===== src/rtl/jtag_vdr_bank_pkg.sv =====
// Shared opcode map and selection decode for the virtual-JTAG data-register bank.
package jtag_vdr_bank_pkg;

    localparam int IIDENT  = 0;
    localparam int IADDR   = 1;
    localparam int ISTATUS = 2;
    localparam int IDATA0  = 3;

    typedef enum logic [2:0] {
        SEL_IDENT  = 3'd0,
        SEL_ADDR   = 3'd1,
        SEL_STATUS = 3'd2,
        SEL_DATA   = 3'd3,
        SEL_BYPASS = 3'd4
    } sel_kind_e;

    // Unmapped opcodes, including data slots beyond num_regs, fall back to BYPASS.
    function automatic sel_kind_e decode_op(input int op, input int num_regs);
        sel_kind_e kind;
        if (op == IIDENT) begin
            kind = SEL_IDENT;
        end else if (op == IADDR) begin
            kind = SEL_ADDR;
        end else if (op == ISTATUS) begin
            kind = SEL_STATUS;
        end else if ((op >= IDATA0) && (op < IDATA0 + num_regs)) begin
            kind = SEL_DATA;
        end else begin
            kind = SEL_BYPASS;
        end
        return kind;
    endfunction

endpackage


===== src/rtl/jtag_vdr_shifter.sv =====
// Capture/shift register with a saturating shift counter that qualifies updates
// by exact scan length.
module jtag_vdr_shifter #(
    parameter int DR_LENGTH = 24
) (
    input  logic                 tck,
    input  logic                 reset_n,
    input  logic                 tdi,
    input  logic                 capture,
    input  logic                 shift,
    input  logic [DR_LENGTH-1:0] cap_value,
    output logic [DR_LENGTH-1:0] sr,
    output logic                 length_ok
);

    localparam int CNT_W = $clog2(DR_LENGTH + 2);
    localparam logic [CNT_W-1:0] CNT_FULL = CNT_W'(DR_LENGTH);
    localparam logic [CNT_W-1:0] CNT_SAT  = CNT_W'(DR_LENGTH + 1);

    logic [DR_LENGTH-1:0] sr_r;
    logic [CNT_W-1:0]     cnt_r;

    // Shift register: capture has priority over a coincident shift.
    always_ff @(posedge tck or negedge reset_n) begin
        if (!reset_n) begin
            sr_r <= '0;
        end else if (capture) begin
            sr_r <= cap_value;
        end else if (shift) begin
            sr_r <= {tdi, sr_r[DR_LENGTH-1:1]};
        end else begin
            sr_r <= sr_r;
        end
    end

    // Counter sticks one past full so long scans can never wrap back to a legal length.
    always_ff @(posedge tck or negedge reset_n) begin
        if (!reset_n) begin
            cnt_r <= '0;
        end else if (capture) begin
            cnt_r <= '0;
        end else if (shift && (cnt_r != CNT_SAT)) begin
            cnt_r <= cnt_r + CNT_W'(1);
        end else begin
            cnt_r <= cnt_r;
        end
    end

    assign sr        = sr_r;
    assign length_ok = (cnt_r == CNT_FULL);

endmodule


===== src/rtl/jtag_vdr_bank.sv =====
// Virtual-JTAG data-register bank: IDENT, auto-incrementing ADDR, STATUS and
// NUM_REGS generic registers, with length-checked updates and per-register strobes.
module jtag_vdr_bank
    import jtag_vdr_bank_pkg::*;
#(
    parameter int                   IR_LENGTH    = 4,
    parameter int                   DR_LENGTH    = 24,
    parameter int                   NUM_REGS     = 8,
    parameter logic [DR_LENGTH-1:0] IDENT_VALUE  = 24'h4A5447,
    parameter logic [NUM_REGS-1:0]  AUTOINC_MASK = {NUM_REGS{1'b1}}
) (
    input  logic                          tck,
    input  logic                          reset_n,
    input  logic                          tdi,
    output logic                          tdo,
    input  logic [IR_LENGTH-1:0]          ir,
    input  logic                          capture_dr,
    input  logic                          shift_dr,
    input  logic                          update_dr,
    input  logic [NUM_REGS*DR_LENGTH-1:0] cap_data_in,
    output logic [NUM_REGS*DR_LENGTH-1:0] upd_data_out,
    output logic [NUM_REGS-1:0]           upd_strobe,
    output logic [DR_LENGTH-1:0]          addr_out,
    output logic                          len_err
);

    logic [IR_LENGTH-1:0]                 sel_r;
    logic                                 byp_r;
    logic [DR_LENGTH-1:0]                 addr_r;
    logic                                 len_err_r;
    logic [NUM_REGS-1:0]                  strobe_r;
    logic [NUM_REGS-1:0][DR_LENGTH-1:0]   data_r;

    sel_kind_e            cap_kind_s;
    sel_kind_e            cur_kind_s;
    logic [NUM_REGS-1:0]  cap_hit_s;
    logic [NUM_REGS-1:0]  cur_hit_s;
    logic [DR_LENGTH-1:0] cap_value_s;
    logic [DR_LENGTH-1:0] sr_s;
    logic                 length_ok_s;
    logic                 check_s;
    logic [NUM_REGS-1:0]  wr_en_s;
    logic [DR_LENGTH-1:0] addr_nxt_s;
    logic                 len_err_nxt_s;

    jtag_vdr_shifter #(
        .DR_LENGTH (DR_LENGTH)
    ) u_shifter (
        .tck       (tck),
        .reset_n   (reset_n),
        .tdi       (tdi),
        .capture   (capture_dr),
        .shift     (shift_dr),
        .cap_value (cap_value_s),
        .sr        (sr_s),
        .length_ok (length_ok_s)
    );

    // Decode: live ir steers the capture mux, the latched selection governs shift and update.
    always_comb begin
        cap_kind_s = decode_op(int'(ir), NUM_REGS);
        cur_kind_s = decode_op(int'(sel_r), NUM_REGS);
        for (int k = 0; k < NUM_REGS; k++) begin
            cap_hit_s[k] = (int'(ir) == IDATA0 + k);
            cur_hit_s[k] = (int'(sel_r) == IDATA0 + k);
        end
    end

    // Capture value mux.
    always_comb begin
        cap_value_s = '0;
        case (cap_kind_s)
            SEL_IDENT:  cap_value_s = IDENT_VALUE;
            SEL_ADDR:   cap_value_s = addr_r;
            SEL_STATUS: cap_value_s = {{(DR_LENGTH-1){1'b0}}, len_err_r};
            SEL_DATA: begin
                for (int k = 0; k < NUM_REGS; k++) begin
                    cap_value_s = cap_value_s |
                        (cap_hit_s[k] ? cap_data_in[k*DR_LENGTH +: DR_LENGTH] : {DR_LENGTH{1'b0}});
                end
            end
            default:    cap_value_s = '0;
        endcase
    end

    // Update decision: a wrong-length scan only raises len_err and changes nothing else.
    always_comb begin
        check_s       = update_dr && ((cur_kind_s == SEL_ADDR) ||
                                      (cur_kind_s == SEL_STATUS) ||
                                      (cur_kind_s == SEL_DATA));
        wr_en_s       = '0;
        addr_nxt_s    = addr_r;
        len_err_nxt_s = len_err_r;
        if (check_s && !length_ok_s) begin
            len_err_nxt_s = 1'b1;
        end else if (check_s) begin
            case (cur_kind_s)
                SEL_ADDR:   addr_nxt_s = sr_s;
                SEL_STATUS: len_err_nxt_s = sr_s[0] ? 1'b0 : len_err_r;
                SEL_DATA: begin
                    wr_en_s    = cur_hit_s;
                    addr_nxt_s = (|(cur_hit_s & AUTOINC_MASK)) ? addr_r + DR_LENGTH'(1) : addr_r;
                end
                default:    addr_nxt_s = addr_r;
            endcase
        end else begin
            addr_nxt_s = addr_r;
        end
    end

    // Selection latch and the one-bit bypass register.
    always_ff @(posedge tck or negedge reset_n) begin
        if (!reset_n) begin
            sel_r <= '0;
            byp_r <= 1'b0;
        end else if (capture_dr) begin
            sel_r <= ir;
            byp_r <= 1'b0;
        end else if (shift_dr && (cur_kind_s == SEL_BYPASS)) begin
            sel_r <= sel_r;
            byp_r <= tdi;
        end else begin
            sel_r <= sel_r;
            byp_r <= byp_r;
        end
    end

    // ADDR, sticky error and strobes; the strobe is high for the cycle after the update edge.
    always_ff @(posedge tck or negedge reset_n) begin
        if (!reset_n) begin
            addr_r    <= '0;
            len_err_r <= 1'b0;
            strobe_r  <= '0;
        end else begin
            addr_r    <= addr_nxt_s;
            len_err_r <= len_err_nxt_s;
            strobe_r  <= wr_en_s;
        end
    end

    // Generic data register file.
    always_ff @(posedge tck or negedge reset_n) begin
        if (!reset_n) begin
            data_r <= '0;
        end else begin
            for (int k = 0; k < NUM_REGS; k++) begin
                if (wr_en_s[k]) begin
                    data_r[k] <= sr_s;
                end else begin
                    data_r[k] <= data_r[k];
                end
            end
        end
    end

    assign tdo          = (cur_kind_s == SEL_BYPASS) ? byp_r : sr_s[0];
    assign upd_data_out = data_r;
    assign upd_strobe   = strobe_r;
    assign addr_out     = addr_r;
    assign len_err      = len_err_r;

endmodule


===== config.mk =====
export PLATFORM = sky130hd
export DESIGN_NAME = jtag_vdr_bank
export DESIGN_NICKNAME = d
export VERILOG_FILES = /design/src/rtl/jtag_vdr_bank_pkg.sv /design/src/rtl/jtag_vdr_shifter.sv /design/src/rtl/jtag_vdr_bank.sv
export SDC_FILE = /design/constraint.sdc
export NUM_CORES = 1
export LEC_CHECK = 0
export ABC_AREA = 0
export CAP_MARGIN = 20
export CORE_AREA = 2 2 167 169
export DETAILED_ROUTE_END_ITERATION = 8
export DIE_AREA = 0 0 169 171
export GPL_TIMING_DRIVEN = 0
export PLACE_DENSITY = 0.81
export SLEW_MARGIN = 30
export SYNTH_ARGS = -nofsm -noshare
export SYNTH_HDL_FRONTEND = slang
export SYNTH_SLANG_ARGS = --single-unit

===== constraint.sdc =====
create_clock -name tck -period 4.4 [get_ports tck]
set_input_delay 0.44 -clock tck [delete_from_list [all_inputs] [get_ports tck]]
set_output_delay 0.44 -clock tck [all_outputs]
set_load 0.03 [all_outputs]

==> results.md <==
- DP Cell Count: about 2000
- Syn_nets: around 1400
- CTS tree: built
- CTS Root Cell: clkbuf_16
- Hold Fails Final Rpt: 0
- Gpl congestion: between 0.9 and 1
- Cell count after synthesis: 1178
- Yosys top cell by area: dfrtp_1
- # hold bufs at CTS: 1
- Worst vdd ir: 0.266 mV
- GRT Total Usage: about a third
- Drc violations: 0
- Worst reg2reg setup slack: roughly 1.7 ns
- Post-synth cell types: 63
- Max_cap viols: 0
- Final WL: about 52000 um
- Die width: 169 um
- Sequential-to-total area share from yosys stat: roughly 52%
- Resized cells post-CTS: 0
- I/O Buffers: 424
- Max stage delay on crit path: about 0.72 ns
- Top delay family on crit path: buffers and inverters
- Die Y: approximately 170 um
- Final std cells w/o fill: 2001
- Layout cells sized above 1: about an eighth
- Fillers: around 2200
- Detail Route Antenna Nets: 0
- Final worst path period need: ~3.2 ns
- Vias in the first global route: around 12000
- Most used routing layer: met2
- DP HPWL: 40500 um
- Pre-Repair DR Iteration Count: 6
- M3 GR Usage: 7.19%
- First-pass GRT wire length: 75700 um
- Layout area overhead: 45.6%
- Clock Sinks: around 260
- Vias per Instance: between 6 and 7
- Outcome: completed
- Yosys warning count: 0
- Core Footprint: about 27000 um^2
- Area contributors post-synth: dfrtp_1, mux2_2, o21ai_0
- FFs w/ async S/R, synth: 100%
- Power Total: ~0.0055 W
- Pin count of the biggest net entering global routing: between 80 and 90
- Leak: around 7.7 nW
- Clock Tree Buf Depth: 3
- # Post-CTS Setup Buffers: 0
- Largest fanout on the critical path: 10
- Slew Limit Fails: 0
- CP arrival: 2.71 ns
- Worst-Skew Late Latency: about 0.55 ns
- Initial antenna violation count: 1
- Tcrit/Tclk final: 71.7%
- Startpoint types: flip-flop
- Post-synth top area share: 52.4%
- Pwr/cell area: 303 nW/um^2
- Crit Path Class: flip-flop to output pin
- Total gr overflow: 0
- CP endpoint kind: output pin
- Setup violations, final: 0
- Worst-path cell chain: clkbuf_1 -> mux2_2 -> clkdlybuf4s50_1
- # H-tree levels: 1
- Worst-path clk slew: 0.06 ns
- Clk_skew: roughly 0.018 ns
- Met2 usage: between 50% and 60%
- Synthesized flop and latch total: ~260
- Count leader, synth: dfrtp_1
- Row Count: between 60 and 70
- Via count: between 10000 and 15000
- Post-synth design cell area: 12400 um^2
- Num CTS Buffers: 27
- Slew Limit Headroom: 23.7%
- Tightest Pin Transition: around 1.1 ns
- RSZ-0062 raised after global routing: false
- CP Buf/Inv Count: 2
- Fin nets: between 1500 and 2000
- Syn_area_per_cell: 10.5 um^2
- Fmax: 317 MHz
- Synth cell count leaders: dfrtp_1, nand2_1, mux2_2, o21ai_0, a21oi_1
- Post-synth top flop: dfrtp_1
- Critical Path RT: about 4.0 ns
- Post-synth EDFFs: 0
- Routed len/inst: roughly 26 um
- Met1 usage: a little over two fifths
- Min-delay worst type: input pin to asynchronous set/reset pin
- Slowest cell on the critical path: clkbuf_1
- Starting Density: 45.2%
- # IOs: about 430
- DR iter-0 viols: 1404
- Die ar.: between 20000 and 30000 um^2
==> sequential cells by signal, indices dropped and copies added (netlist names) <==
register,flops
sel_r,4
len_err,1
upd_strobe,8
upd_data_out,192
addr_out,24
u_shifter.cnt_r,5
byp_r,1
u_shifter.sr,24
==> layout by cell type, fill, tap and decap left out, drive strengths merged, types with 6 or more instances in the layout <==
cell type      instances
and3                   7
inv                   36
a22oi                 45
nand4                  9
o22a                   6
nor2                  47
mux2i                 22
buf                   43
clkbuf                92
a32oi                  7
a2bb2oi                6
a21oi                 79
nand3                 17
clkdlybuf4s50        423
dfrtp                259
nor2b                 11
or3                    6
o22ai                 40
a211oi                 7
nand2b                12
o21ai                114
a31oi                  9
nand2                126
nor4                   7
a22o                   9
mux2                 115
a2111oi               15
nor3                  12
==> layer usage <==
layer / vias to the layer above / share of wire [%]
li1: 5218 / -
met1: 6002 / 37
met2: 832 / 48
met3: 195 / 9.1
met4: 0 / 5.9
met5: - / 0
==> report_power, final <==
part           internal [W]  leakage, nW  switching [W]
clock network       0.00125        0.406       0.000964
logic              0.000315         3.68       0.000429
registers           0.00241         3.57      0.0000926
==> per-stage QoR <==
stage	cell area, um^2	TNS [ns]	setup slack (ns)	util (%)	hold slack (ns)
CTS	18000	0	1.28	65.9	0.363
finish	18000	0	1.25	65.9	0.351
detailed placement	17100	0	1.13	62.7	0.336
floorplan	12400	0	2.25	-	0.144
global route	18000	0	1.25	65.9	0.391
global placement	17000	-2032.60	-7.87	62.4	0.463
==> cells by family after synthesis <==
logic type | after synthesis | synth area share, %
muxes | 137 | 12.3
xor gates and xnor gates | 6 | 0.425
DFF | 259 | 52.4
and+or+nand+nor | 278 | 11.2
adders and majority gates | 4 | 0.405
buffers and inverters | 127 | 4.60
AOI/OAI and AO/OA | 367 | 18.7
==> final timing paths <==
| kind | start | end | depth (start not counted) |
|---|---|---|---|
| setup / recovery | u_shifter.sr[0] | tdo | 3 |
| hold / removal | reset_n | upd_data_out[74] | 2 |
| setup reg to reg | u_shifter.cnt_r[0] | upd_data_out[149] | 6 |
| hold reg to reg | upd_data_out[4] | upd_data_out[4] | 2 |
| max in group asynchronous | reset_n | addr_out[17] | 4 |
| min in group tck | upd_data_out[4] | upd_data_out[4] | 2 |
==> layout make-up <==
type / count / area (um^2) / area share [%]
antenna: 1 / 2.50 / 0.0139
multi-input combinational: 792 / 5320 / 29.6
inverter: 35 / 131 / 0.730
sequential: 259 / 6480 / 36.0
clock buffer: 39 / 791 / 4.39
buffer: 92 / 437 / 2.43
clock inverter: 9 / 61.3 / 0.341
timing repair buffer: 428 / 4340 / 24.1
tap: 346 / 433 / 2.40
Note: power is estimated with default switching activity, not from simulation.
